$ cat config.mk
export PLATFORM = sky130hd
export DESIGN_NAME = collective_switch_flat
export DESIGN_NICKNAME = d
export VERILOG_FILES = /design/src/rtl/collective_switch_if.sv /design/src/rtl/collective_switch.sv /design/src/flat_wrapper.sv
export SDC_FILE = /design/constraint.sdc
export NUM_CORES = 2
export LEC_CHECK = 0
export CORE_AREA = 2 2 410 412
export DETAILED_ROUTE_END_ITERATION = 7
export DIE_AREA = 0 0 412 414
export GPL_TIMING_DRIVEN = 1
export PLACE_DENSITY_LB_ADDON = 0.05
export SETUP_SLACK_MARGIN = 0.02
export SYNTH_ARGS = -nofsm -noshare
export SYNTH_HDL_FRONTEND = slang
export SYNTH_SLANG_ARGS = --single-unit
$ cat constraint.sdc
create_clock -name clk -period 15.05 [get_ports clk]
set_input_delay 2.2575 -clock clk [delete_from_list [all_inputs] [get_ports clk]]
set_output_delay 2.2575 -clock clk [all_outputs]
set_load 0.01 [all_outputs]
$ cat src/rtl/collective_switch_if.sv
// Flit-side bundle of the collective router crossbar: routed inputs with grant,
// registered direction outputs with downstream ready, and the drop counter.
interface collective_switch_if #(
  parameter int FLIT_SIZE = 82,
  parameter int M_IN      = 6,
  parameter int N_OUT     = 6,
  parameter int ROUTE_LEN = 3,
  parameter int CNT_W     = 16
);
  logic [M_IN*FLIT_SIZE-1:0]  in;
  logic [M_IN*ROUTE_LEN-1:0]  route_in;
  logic [M_IN-1:0]            in_valid;
  logic [M_IN-1:0]            in_avail;
  logic [N_OUT-1:0]           out_avail;
  logic [N_OUT-1:0]           out_valid;
  logic [N_OUT*FLIT_SIZE-1:0] out;
  logic [CNT_W-1:0]           drop_cnt;

  modport master (
    output in, route_in, in_valid, out_avail,
    input  in_avail, out_valid, out, drop_cnt
  );

  modport slave (
    input  in, route_in, in_valid, out_avail,
    output in_avail, out_valid, out, drop_cnt
  );
endinterface

$ cat src/rtl/collective_switch.sv
// M_IN x N_OUT crossbar with per-output round-robin arbiters and one-entry output registers.
// Optional macro COLLECTIVE_REDUCE_EN: flagged flits to one output are summed into a single flit.
module collective_switch #(
  parameter int FLIT_SIZE = 82,
  parameter int M_IN      = 6,
  parameter int N_OUT     = 6,
  parameter int ROUTE_LEN = 3,
  parameter int DATA_W    = 64,
  parameter int CNT_W     = 16
) (
  input  logic                clk,
  input  logic                rst,
  collective_switch_if.slave  sw
);
  localparam int PTR_W = (M_IN > 1) ? $clog2(M_IN) : 1;

  if (DATA_W >= FLIT_SIZE) begin : g_chk_data_w
    $error("DATA_W must be less than FLIT_SIZE");
  end
  if (N_OUT < 1 || N_OUT > 6) begin : g_chk_n_out
    $error("N_OUT must be in 1..6");
  end

  function automatic logic [CNT_W-1:0] sat_add(input logic [CNT_W-1:0] a,
                                               input logic [PTR_W:0]   b);
    logic [CNT_W:0] s;
    s = {1'b0, a} + (CNT_W+1)'(b);
    return s[CNT_W] ? '1 : s[CNT_W-1:0];
  endfunction

  function automatic logic [PTR_W-1:0] wrap_inc(input logic [PTR_W-1:0] p);
    return (int'(p) == M_IN - 1) ? '0 : p + 1'b1;
  endfunction

  logic [N_OUT-1:0]     r_vld_p1;
  logic [FLIT_SIZE-1:0] r_flit_p1 [N_OUT];
  logic [PTR_W-1:0]     r_ptr [N_OUT];
  logic [CNT_W-1:0]     r_drop_cnt;

  logic [FLIT_SIZE-1:0] w_flit [M_IN];
  logic [ROUTE_LEN-1:0] w_route [M_IN];
  logic [M_IN-1:0]      w_req [N_OUT];
  logic [M_IN-1:0]      w_gnt [N_OUT];
  logic [M_IN-1:0]      w_illegal;
  logic [M_IN-1:0]      w_avail;
  logic [PTR_W:0]       w_drops;
  logic [N_OUT-1:0]     w_can_load;
  logic [N_OUT-1:0]     w_any;
  logic [PTR_W-1:0]     w_win [N_OUT];
  logic [FLIT_SIZE-1:0] w_load_flit [N_OUT];

  // Stage p0: decode routes into per-output request vectors and drops
  always_comb begin
    logic hit;
    w_illegal = '0;
    w_drops   = '0;
    for (int j = 0; j < N_OUT; j++) w_req[j] = '0;
    for (int i = 0; i < M_IN; i++) begin
      w_flit[i]  = sw.in[i*FLIT_SIZE +: FLIT_SIZE];
      w_route[i] = sw.route_in[i*ROUTE_LEN +: ROUTE_LEN];
      hit = 1'b0;
      for (int j = 0; j < N_OUT; j++) begin
        w_req[j][i] = sw.in_valid[i] && (w_route[i] == ROUTE_LEN'(j + 1));
        hit = hit | w_req[j][i];
      end
      w_illegal[i] = sw.in_valid[i] & ~hit;
      if (w_illegal[i]) w_drops = w_drops + 1'b1;
    end
  end

  always_comb begin
    logic [PTR_W-1:0] idx;
    int               idx_i;
`ifdef COLLECTIVE_REDUCE_EN
    logic [DATA_W-1:0] sum;
    sum = '0;
`endif
    idx   = '0;
    idx_i = 0;
    for (int j = 0; j < N_OUT; j++) begin
      w_any[j]       = 1'b0;
      w_win[j]       = '0;
      w_gnt[j]       = '0;
      w_load_flit[j] = '0;
      w_can_load[j]  = !r_vld_p1[j] || sw.out_avail[j];
      for (int k = 0; k < M_IN; k++) begin
        idx_i = int'(r_ptr[j]) + k;
        if (idx_i >= M_IN) idx_i = idx_i - M_IN;
        idx = PTR_W'(idx_i);
        if (!w_any[j] && w_req[j][idx]) begin
          w_any[j] = 1'b1;
          w_win[j] = idx;
        end
      end
      if (w_any[j] && w_can_load[j]) begin
        w_gnt[j][w_win[j]] = 1'b1;
        w_load_flit[j]     = w_flit[w_win[j]];
`ifdef COLLECTIVE_REDUCE_EN
        // A flagged winner pulls in every flagged requester; unflagged ones wait
        if (w_flit[w_win[j]][FLIT_SIZE-1]) begin
          sum = '0;
          for (int i = 0; i < M_IN; i++) begin
            if (w_req[j][i] && w_flit[i][FLIT_SIZE-1]) begin
              w_gnt[j][i] = 1'b1;
              sum = sum + w_flit[i][DATA_W-1:0];
            end
          end
          w_load_flit[j][DATA_W-1:0] = sum;
        end
`endif
      end
    end
  end

  always_comb begin
    w_avail = w_illegal;
    for (int j = 0; j < N_OUT; j++) w_avail = w_avail | w_gnt[j];
    if (rst) w_avail = '0;
  end

  // Stage p1: output registers, arbiter pointers and drop counter
  always_ff @(posedge clk) begin
    if (rst) begin
      r_vld_p1   <= '0;
      r_drop_cnt <= '0;
      for (int j = 0; j < N_OUT; j++) begin
        r_ptr[j]     <= '0;
        r_flit_p1[j] <= '0;
      end
    end else begin
      for (int j = 0; j < N_OUT; j++) begin
        if (|w_gnt[j]) begin
          r_vld_p1[j]  <= 1'b1;
          r_flit_p1[j] <= w_load_flit[j];
          r_ptr[j]     <= wrap_inc(w_win[j]);
        end else if (sw.out_avail[j]) begin
          r_vld_p1[j]  <= 1'b0;
        end
      end
      r_drop_cnt <= sat_add(r_drop_cnt, w_drops);
    end
  end

  always_comb begin
    sw.out = '0;
    for (int j = 0; j < N_OUT; j++) sw.out[j*FLIT_SIZE +: FLIT_SIZE] = r_flit_p1[j];
  end

  assign sw.in_avail  = w_avail;
  assign sw.out_valid = r_vld_p1;
  assign sw.drop_cnt  = r_drop_cnt;
endmodule

$ cat src/flat_wrapper.sv
// flat-port wrapper written by rule: the top's interface ports become plain ports
module collective_switch_flat 
#(
  parameter int FLIT_SIZE = 82,
  parameter int M_IN      = 6,
  parameter int N_OUT     = 6,
  parameter int ROUTE_LEN = 3,
  parameter int DATA_W    = 64,
  parameter int CNT_W     = 16
)
  (clk, rst, sw_in, sw_route_in, sw_in_valid, sw_out_avail, sw_in_avail, sw_out_valid, sw_out, sw_drop_cnt);
  collective_switch_if #(.FLIT_SIZE(FLIT_SIZE), .M_IN(M_IN), .N_OUT(N_OUT), .ROUTE_LEN(ROUTE_LEN), .CNT_W(CNT_W)) sw_i ();
  input  logic clk;
  input  logic rst;
  input wire logic [$bits(sw_i.in)-1:0] sw_in;
  input wire logic [$bits(sw_i.route_in)-1:0] sw_route_in;
  input wire logic [$bits(sw_i.in_valid)-1:0] sw_in_valid;
  input wire logic [$bits(sw_i.out_avail)-1:0] sw_out_avail;
  output wire logic [$bits(sw_i.in_avail)-1:0] sw_in_avail;
  output wire logic [$bits(sw_i.out_valid)-1:0] sw_out_valid;
  output wire logic [$bits(sw_i.out)-1:0] sw_out;
  output wire logic [$bits(sw_i.drop_cnt)-1:0] sw_drop_cnt;
  assign sw_i.in = sw_in;
  assign sw_i.route_in = sw_route_in;
  assign sw_i.in_valid = sw_in_valid;
  assign sw_i.out_avail = sw_out_avail;
  assign sw_in_avail = sw_i.in_avail;
  assign sw_out_valid = sw_i.out_valid;
  assign sw_out = sw_i.out;
  assign sw_drop_cnt = sw_i.drop_cnt;
  collective_switch #(.FLIT_SIZE(FLIT_SIZE), .M_IN(M_IN), .N_OUT(N_OUT), .ROUTE_LEN(ROUTE_LEN), .DATA_W(DATA_W), .CNT_W(CNT_W)) u_core (.clk(clk), .rst(rst), .sw(sw_i));
endmodule
Word level (Yosys, flattened, before mapping)
Memories as Yosys holds them, arrays and structs flattened.
Cells that the tools add are included.
- multiplexer cells: 280
- bitwise gates (word level): 66
- reduce and logical (&&, ||, !) cells: 132
- $lt $le $gt $ge: 90
- add/sub/neg operators: 78
- eq/ne operators: 42
- operators with widths (kind ; number):
    82-bit 2-to-1 mux ; 24
    82-bit binary-select mux with 3-bit select ; 6
    3-bit 2-to-1 mux ; 84
    3-bit by 4-bit less-than comparator with 1-bit output, second input constant ; 42
    4-bit by 3-bit greater-or-equal comparator with 1-bit output, second input constant ; 30
    1-bit 2-to-1 mux ; 111
    1-bit binary-select mux with 3-bit select ; 36
    3-bit by 2-bit subtractor with 3-bit output, second input constant ; 30
    1-bit logical AND ; 78
    3-bit equality test, second input constant ; 24
    3-bit by 2-bit adder with 4-bit output, second input constant ; 12
    3-bit by 3-bit adder with 4-bit output, second input constant ; 12
    6-bit 2-to-1 mux ; 7
    1-bit OR ; 42
    3-bit by 2-bit equality test with 1-bit output, second input constant ; 12
    1-bit zero test ; 36
    6-bit OR ; 6
    6-bit OR reduction ; 6
    3-bit by 1-bit adder with 4-bit output, second input constant ; 6
    4-bit greater-or-equal comparator, second input constant ; 6
    3-bit inverter with 4-bit output ; 6
    4-bit by 1-bit adder with 4-bit output, second input constant ; 5
    4-bit 2-to-1 mux ; 5
    3-bit by 1-bit adder with 3-bit output, second input constant ; 6
    11 further kinds ; 56
- flip-flop bits (word level): 22
- output and inout port bits: 520
- bits in writable memories: 510
- input bits: 524
- word-level logic and storage cells: 697
- memories kept: 2
- memories (name ; depth ; width ; read ports ; clocked after Yosys merged registers in ; wr ports ; RTL line ; text):
    u_core.r_flit_p1 ; 6 ; 82 ; 6 ; 0 ; 6 ; collective_switch.sv:36 ; logic [FLIT_SIZE-1:0] r_flit_p1 [N_OUT];
    u_core.r_ptr ; 6 ; 3 ; 6 ; 0 ; 6 ; collective_switch.sv:37 ; logic [PTR_W-1:0] r_ptr [N_OUT];

Logic depth before layout (Yosys ltp)
An unclocked memory read counts as a cell.
- depth after elaboration: 33
- gate-level depth with buffers: 25

Least setup slack after synthesis
Ideal clock, no wire load.
- path type: input to output
- start: in sw_in_valid[2]
- end: out sw_in_avail[5]
- data arrival time: 5.118 ns
- buffers on the path: 3
- stages: 13
- slack: 7.675 ns
- data required time: 12.793 ns
- cells stage by stage: nor4bb_2 -> mux2_2 -> a211o_1 -> o211a_2 -> or2_1 -> buf_2 -> o32ai_2 -> a21oi_1 -> or3_1 -> clkbuf_1 -> buf_2 -> o32a_1 -> a31oi_1
- cells in the longest elaborated chain, start to end: 31
- RTL lines (what ; RTL line ; text):
    start: declaration ; flat_wrapper.sv:17 ; input wire logic [$bits(sw_i.in_valid)-1:0] sw_in_valid;
    1-bit logical AND ; collective_switch.sv:63 ; w_req[j][i] = sw.in_valid[i] && (w_route[i] == ROUTE_LEN'(j + 1));
    1-bit binary-select mux with 3-bit select ; collective_switch.sv:90 ; if (!w_any[j] && w_req[j][idx]) begin
    1-bit 2-to-1 mux (implied by the code) ; collective_switch.sv:90 ;
    1-bit 2-to-1 mux ; collective_switch.sv:90 ;
    1-bit zero test ; collective_switch.sv:90 ;
    1-bit logical AND ; collective_switch.sv:90 ;
    1-bit 2-to-1 mux ; collective_switch.sv:90 ;
    1-bit zero test ; collective_switch.sv:90 ;
    [... 11 more ...] ; n/a ;
    3-bit by 4-bit less-than comparator with 1-bit output (implied by the code) / 3-bit by 1-bit greater-or-equal comparator with 1-bit output (equally long branches) ; collective_switch.sv:96 ; w_gnt[j][w_win[j]] = 1'b1;
    1-bit logical AND (implied by the code) ; collective_switch.sv:96 ;
    1-bit 2-to-1 mux (implied by the code) ; collective_switch.sv:96 ;
    1-bit demux with 3-bit select ; n/a ;
    6-bit 2-to-1 mux ; collective_switch.sv:95 ; if (w_any[j] && w_can_load[j]) begin
    6-bit OR (5 in series) ; collective_switch.sv:117 ; for (int j = 0; j < N_OUT; j++) w_avail = w_avail | w_gnt[j];
    6-bit OR * ; collective_switch.sv:117 ;
    6-bit 2-to-1 mux * ; collective_switch.sv:118 ; if (rst) w_avail = '0;
    end: declaration ; flat_wrapper.sv:19 ; output wire logic [$bits(sw_i.in_avail)-1:0] sw_in_avail;
Mark *: on every way between the ends. The rest lies on a longest branch, timed or not. The select of a mux whose other input is x is not followed.

Worst setup path in the final report
- start: in sw_route_in[1]
- end: out sw_in_avail[0]
- cells in the longest elaborated chain, start to end: 32
- RTL lines (what ; RTL line ; text):
    start: declaration ; flat_wrapper.sv:16 ; input wire logic [$bits(sw_i.route_in)-1:0] sw_route_in;
    3-bit by 1-bit equality test with 1-bit output ; collective_switch.sv:63 ;
    1-bit logical AND ; collective_switch.sv:63 ;
    1-bit binary-select mux with 3-bit select ; collective_switch.sv:90 ;
    1-bit 2-to-1 mux (implied by the code) ; collective_switch.sv:90 ;
    1-bit 2-to-1 mux ; collective_switch.sv:90 ;
    1-bit zero test ; collective_switch.sv:90 ;
    1-bit logical AND ; collective_switch.sv:90 ;
    1-bit 2-to-1 mux ; collective_switch.sv:90 ;
    [... 12 more ...] ; n/a ;
    3-bit by 4-bit less-than comparator with 1-bit output (implied by the code) / 3-bit by 1-bit greater-or-equal comparator with 1-bit output (equally long branches) ; collective_switch.sv:96 ;
    1-bit logical AND (implied by the code) ; collective_switch.sv:96 ;
    1-bit 2-to-1 mux (implied by the code) ; collective_switch.sv:96 ;
    1-bit demux with 3-bit select ; n/a ;
    6-bit 2-to-1 mux ; collective_switch.sv:95 ;
    6-bit OR (5 in series) ; collective_switch.sv:117 ;
    6-bit OR * ; collective_switch.sv:117 ;
    6-bit 2-to-1 mux * ; collective_switch.sv:118 ;
Marks and branches as above.

==> key figures <==
Global routing
  – Initial antenna violation count: 53
  – Vias in the first global route: 55.9k
  – GRT Total Usage: a little over a third
  – Total gr overflow: 0
  – Met2 usage: between 50% and 60%
  – Largest net degree at the start of global routing: 171
  – First-pass GRT wire length: 436000 um
  – Busiest grt layer: met2
  – Met3 GRT Util: around 8.0%
  – Met1 usage: 44.5%

Detailed routing
  – Via Count: 60.8k
  – DR DRC count: 0
  – Routed Antenna Nets: 0
  – Number of vias per cell: 6.29
  – Drt wl/cell: 32.7 um
  – DRT Pass-1 Iters: 8
  – 1st-iter DRT viols: 8200
  – Routed WL: 315000 um

STA
  – Setup Skew: around 0.037 ns
  – Period Utilization, post-route: 70.6%
  – Slew HR: 18.2%
  – RSZ-0062 raised after global routing: false
  – Min cycle time layout: 10.63 ns
  – Setup_tns: 0 ns
  – Final Max Tran Viols: 0
  – Final Hold Viols: 0
  – Final setup viols: 0
  – Worst Tran Pin Value: 1.23 ns
  – Fmax achieved: between 0.09 and 0.1 GHz

Yosys
  – Seq/Total Area, Yosys: 32.0%
  – Synthesized area: 0.0493 mm2
  – Cells after Synth: ~6.8k
  – Synth Register Bits: 532
  – Yosys warnings: 0
  – Synthesized area per cell: 7.24 um2
  – Primary FF master, synth: edfxtp_1
  – Async SR Flop Fraction: 0%
  – EDFF count, synth: 510
  – Synth unique cells: 102
  – Mapped Nets: 7401

Hold path
  – Min-delay src: u_core.sw.out_valid[5]
  – Hold endpoint: u_core.sw.out_valid[5]
  – Hold crit path type: flip-flop to flip-flop
  – Hold-critical path depth: 2

Die
  – Initial Util: 29.6%
  – I/O pin cnt: 1044
  – Core ar.: 0.166 mm2
  – Die Y: 414 um
  – Die Area: 0.171 mm2
  – Site row count: 150
  – Die width: 412 um

CTS
  – Reg clk slew, reported paths: 0.06 ns
  – Hold-fix buffers, CTS: 0
  – CTS Buffer Depth: 3
  – Postcts setup bufs: 0
  – CTS tree: done
  – Cts repair resizes: 0
  – CTS Buf Count: 75
  – Clk Latency, worst-skew pair: 0.71 ns
  – Clock Tree Root: clkbuf_16
  – CTS sink cnt: 532
  – CTS H-tree depth: 3

Setup path
  – Startpoint types: primary input
  – CP max stage delay: 0.74 ns
  – Reg-to-Reg End: u_core.r_flit_p1[0][42]
  – Cell mode on critical path: clkdlybuf4s50_1
  – Critical path peak fanout: 44
  – FF-to-FF Start: u_core.r_ptr[0][0]
  – Critical path buffers and inverters: 3
  – Slowest-stage cell, CP: nand2_4
  – WP data required: 12.79 ns
  – CP endpoint kind: primary output
  – Worst reg-to-reg path cell count: 14
  – FF-to-FF setup slack: around 7.8 ns
  – Crit-path cells: clkdlybuf4s50_1 -> and4b_1 -> mux2i_1 -> o32ai_1 -> a21oi_1 -> nor4b_1 -> and2_1 -> o2bb2ai_4 -> buf_4 -> nand2_4 -> o32a_1 -> a41oi_1 -> clkdlybuf4s50_1
  – CP delay by family, top: buffers and inverters
  – CP arrival: 8.37 ns
  – Kind of critical path: primary input to primary output

Finish
  – Commonest non-fill, non-tap cell in the layout: nand2_1
  – Area Overhead vs Synth: 28.9%
  – Nets@finish: about 8k
  – Share of post-route cells with drive strength above 1: 5.69%
  – Final instance area: 0.0635 mm2
  – Layout Cells excl Fill: 9659
  – Most frequent cells in the layout: nand2_1, a21oi_1, clkdlybuf4s50_1, edfxtp_1, o31a_1
  – Fillcell total: 17.1k

Placement
  – Placed standard-cell area: 0.0609 mm2
  – # placed instances: approximately 9.5k
  – Buffers on Ports: 1043
  – GP Congestion: 0.890
  – DP HPWL: 204000 um

Job
  – Max cap viols: 0

Run status
  – Status: complete, no violations
synthesized netlist by cell type, types with 10 or more instances:
library cell	count	share of area [%]
a31o_2	85	1.5
ha_1	74	1.9
xor2_1	24	0.43
a211oi_1	96	1.5
a211o_1	10	0.18
clkbuf_1	425	3.2
a22oi_1	14	0.21
a21o_1	14	0.21
and2_1	20	0.25
mux4_2	14	0.64
buf_2	182	1.8
inv_2	10	0.076
nor3_1	33	0.34
nand3_1	286	2.9
nand4b_1	21	0.37
and4b_1	11	0.22
nor2b_1	11	0.14
buf_1	31	0.24
or3_1	15	0.19
nor2_1	90	0.69
dfxtp_1	22	0.89
buf_4	16	0.24
a221oi_2	10	0.30
o211ai_1	20	0.30
a221oi_1	163	2.9
a21oi_1	1293	13
mux2i_1	54	1.1
o31a_1	415	7.4
o21a_1	11	0.17
edfxtp_1	510	31
and3_1	27	0.34
nand2b_1	33	0.42
mux2_2	19	0.43
nand2_1	2142	16
o31ai_1	14	0.21
xnor2_1	26	0.46
a31oi_1	22	0.28
inv_1	47	0.36
o21ai_0	292	3.0
worst min-delay path: cells and delay by family, from the launching register on:
| kind | cells | cell delay [ns] |
|---|---|---|
| AOI/OAI and AO/OA | 1 | 0.06 |
| DFF | 1 | 0.31 |
| and+or+nand+nor | 1 | 0.08 |
state kept, by name, summed over array words and instances, names as in the netlist:
name                 count
u_core.r_flit_p1       492
u_core.r_ptr            18
u_core.sw.drop_cnt      16
u_core.sw.out_valid      6
per-layer routing:
metal,vias to the layer above,share of wire [%]
met5,-,0.068
met4,34,6.2
met3,781,10
met2,4205,44
met1,29800,39
li1,25900,-
metrics by stage:
stage | setup slack (ns) | hold slack, ns | utilization (%)
finish | 4.42 | 0.505 | 38.2
global route | 4.25 | 0.551 | 38.2
CTS | 4.62 | 0.506 | 38.1
detailed placement | 4.64 | 0.496 | 36.6
global placement | 4.59 | 0.496 | 36.6
floorplan | 7.67 | 0.510 | -
logic make-up after synthesis:
kind of cell,synth area share (%)
simple gates,23.7
compound gates,33.2
buf+inv,6.07
flops,32.0
mux,2.19
fa+ha+maj,1.92
xor+xnor,0.988
worst max path at each step:
stage                         startpoint             end  slack [ns]  depth (start not counted)
after floorplan           sw_in_valid[2]  sw_in_avail[5]        7.67                         13
after global placement    sw_route_in[1]  sw_in_avail[0]        4.59                         13
after detailed placement  sw_route_in[1]  sw_in_avail[0]        4.64                         13
after CTS                 sw_route_in[1]  sw_in_avail[0]        4.62                         13
after global routing      sw_route_in[1]  sw_in_avail[0]        4.25                         13
final                     sw_route_in[1]  sw_in_avail[0]        4.42                         13
final cells by class:
cell class	count	area, um2	share of cell area [%]
clock inverters	47	577	0.909
well taps	2204	2760	4.34
flip-flops and latches	532	15800	24.8
diodes	32	80.1	0.126
repair buffers	1142	11200	17.7
inverters	58	250	0.394
clock buffers	91	1970	3.10
multi-input cells	5553	30900	48.6
Power is not shown: default switching activity piles up to over one toggle a cycle in this logic, so the estimate is an artifact.
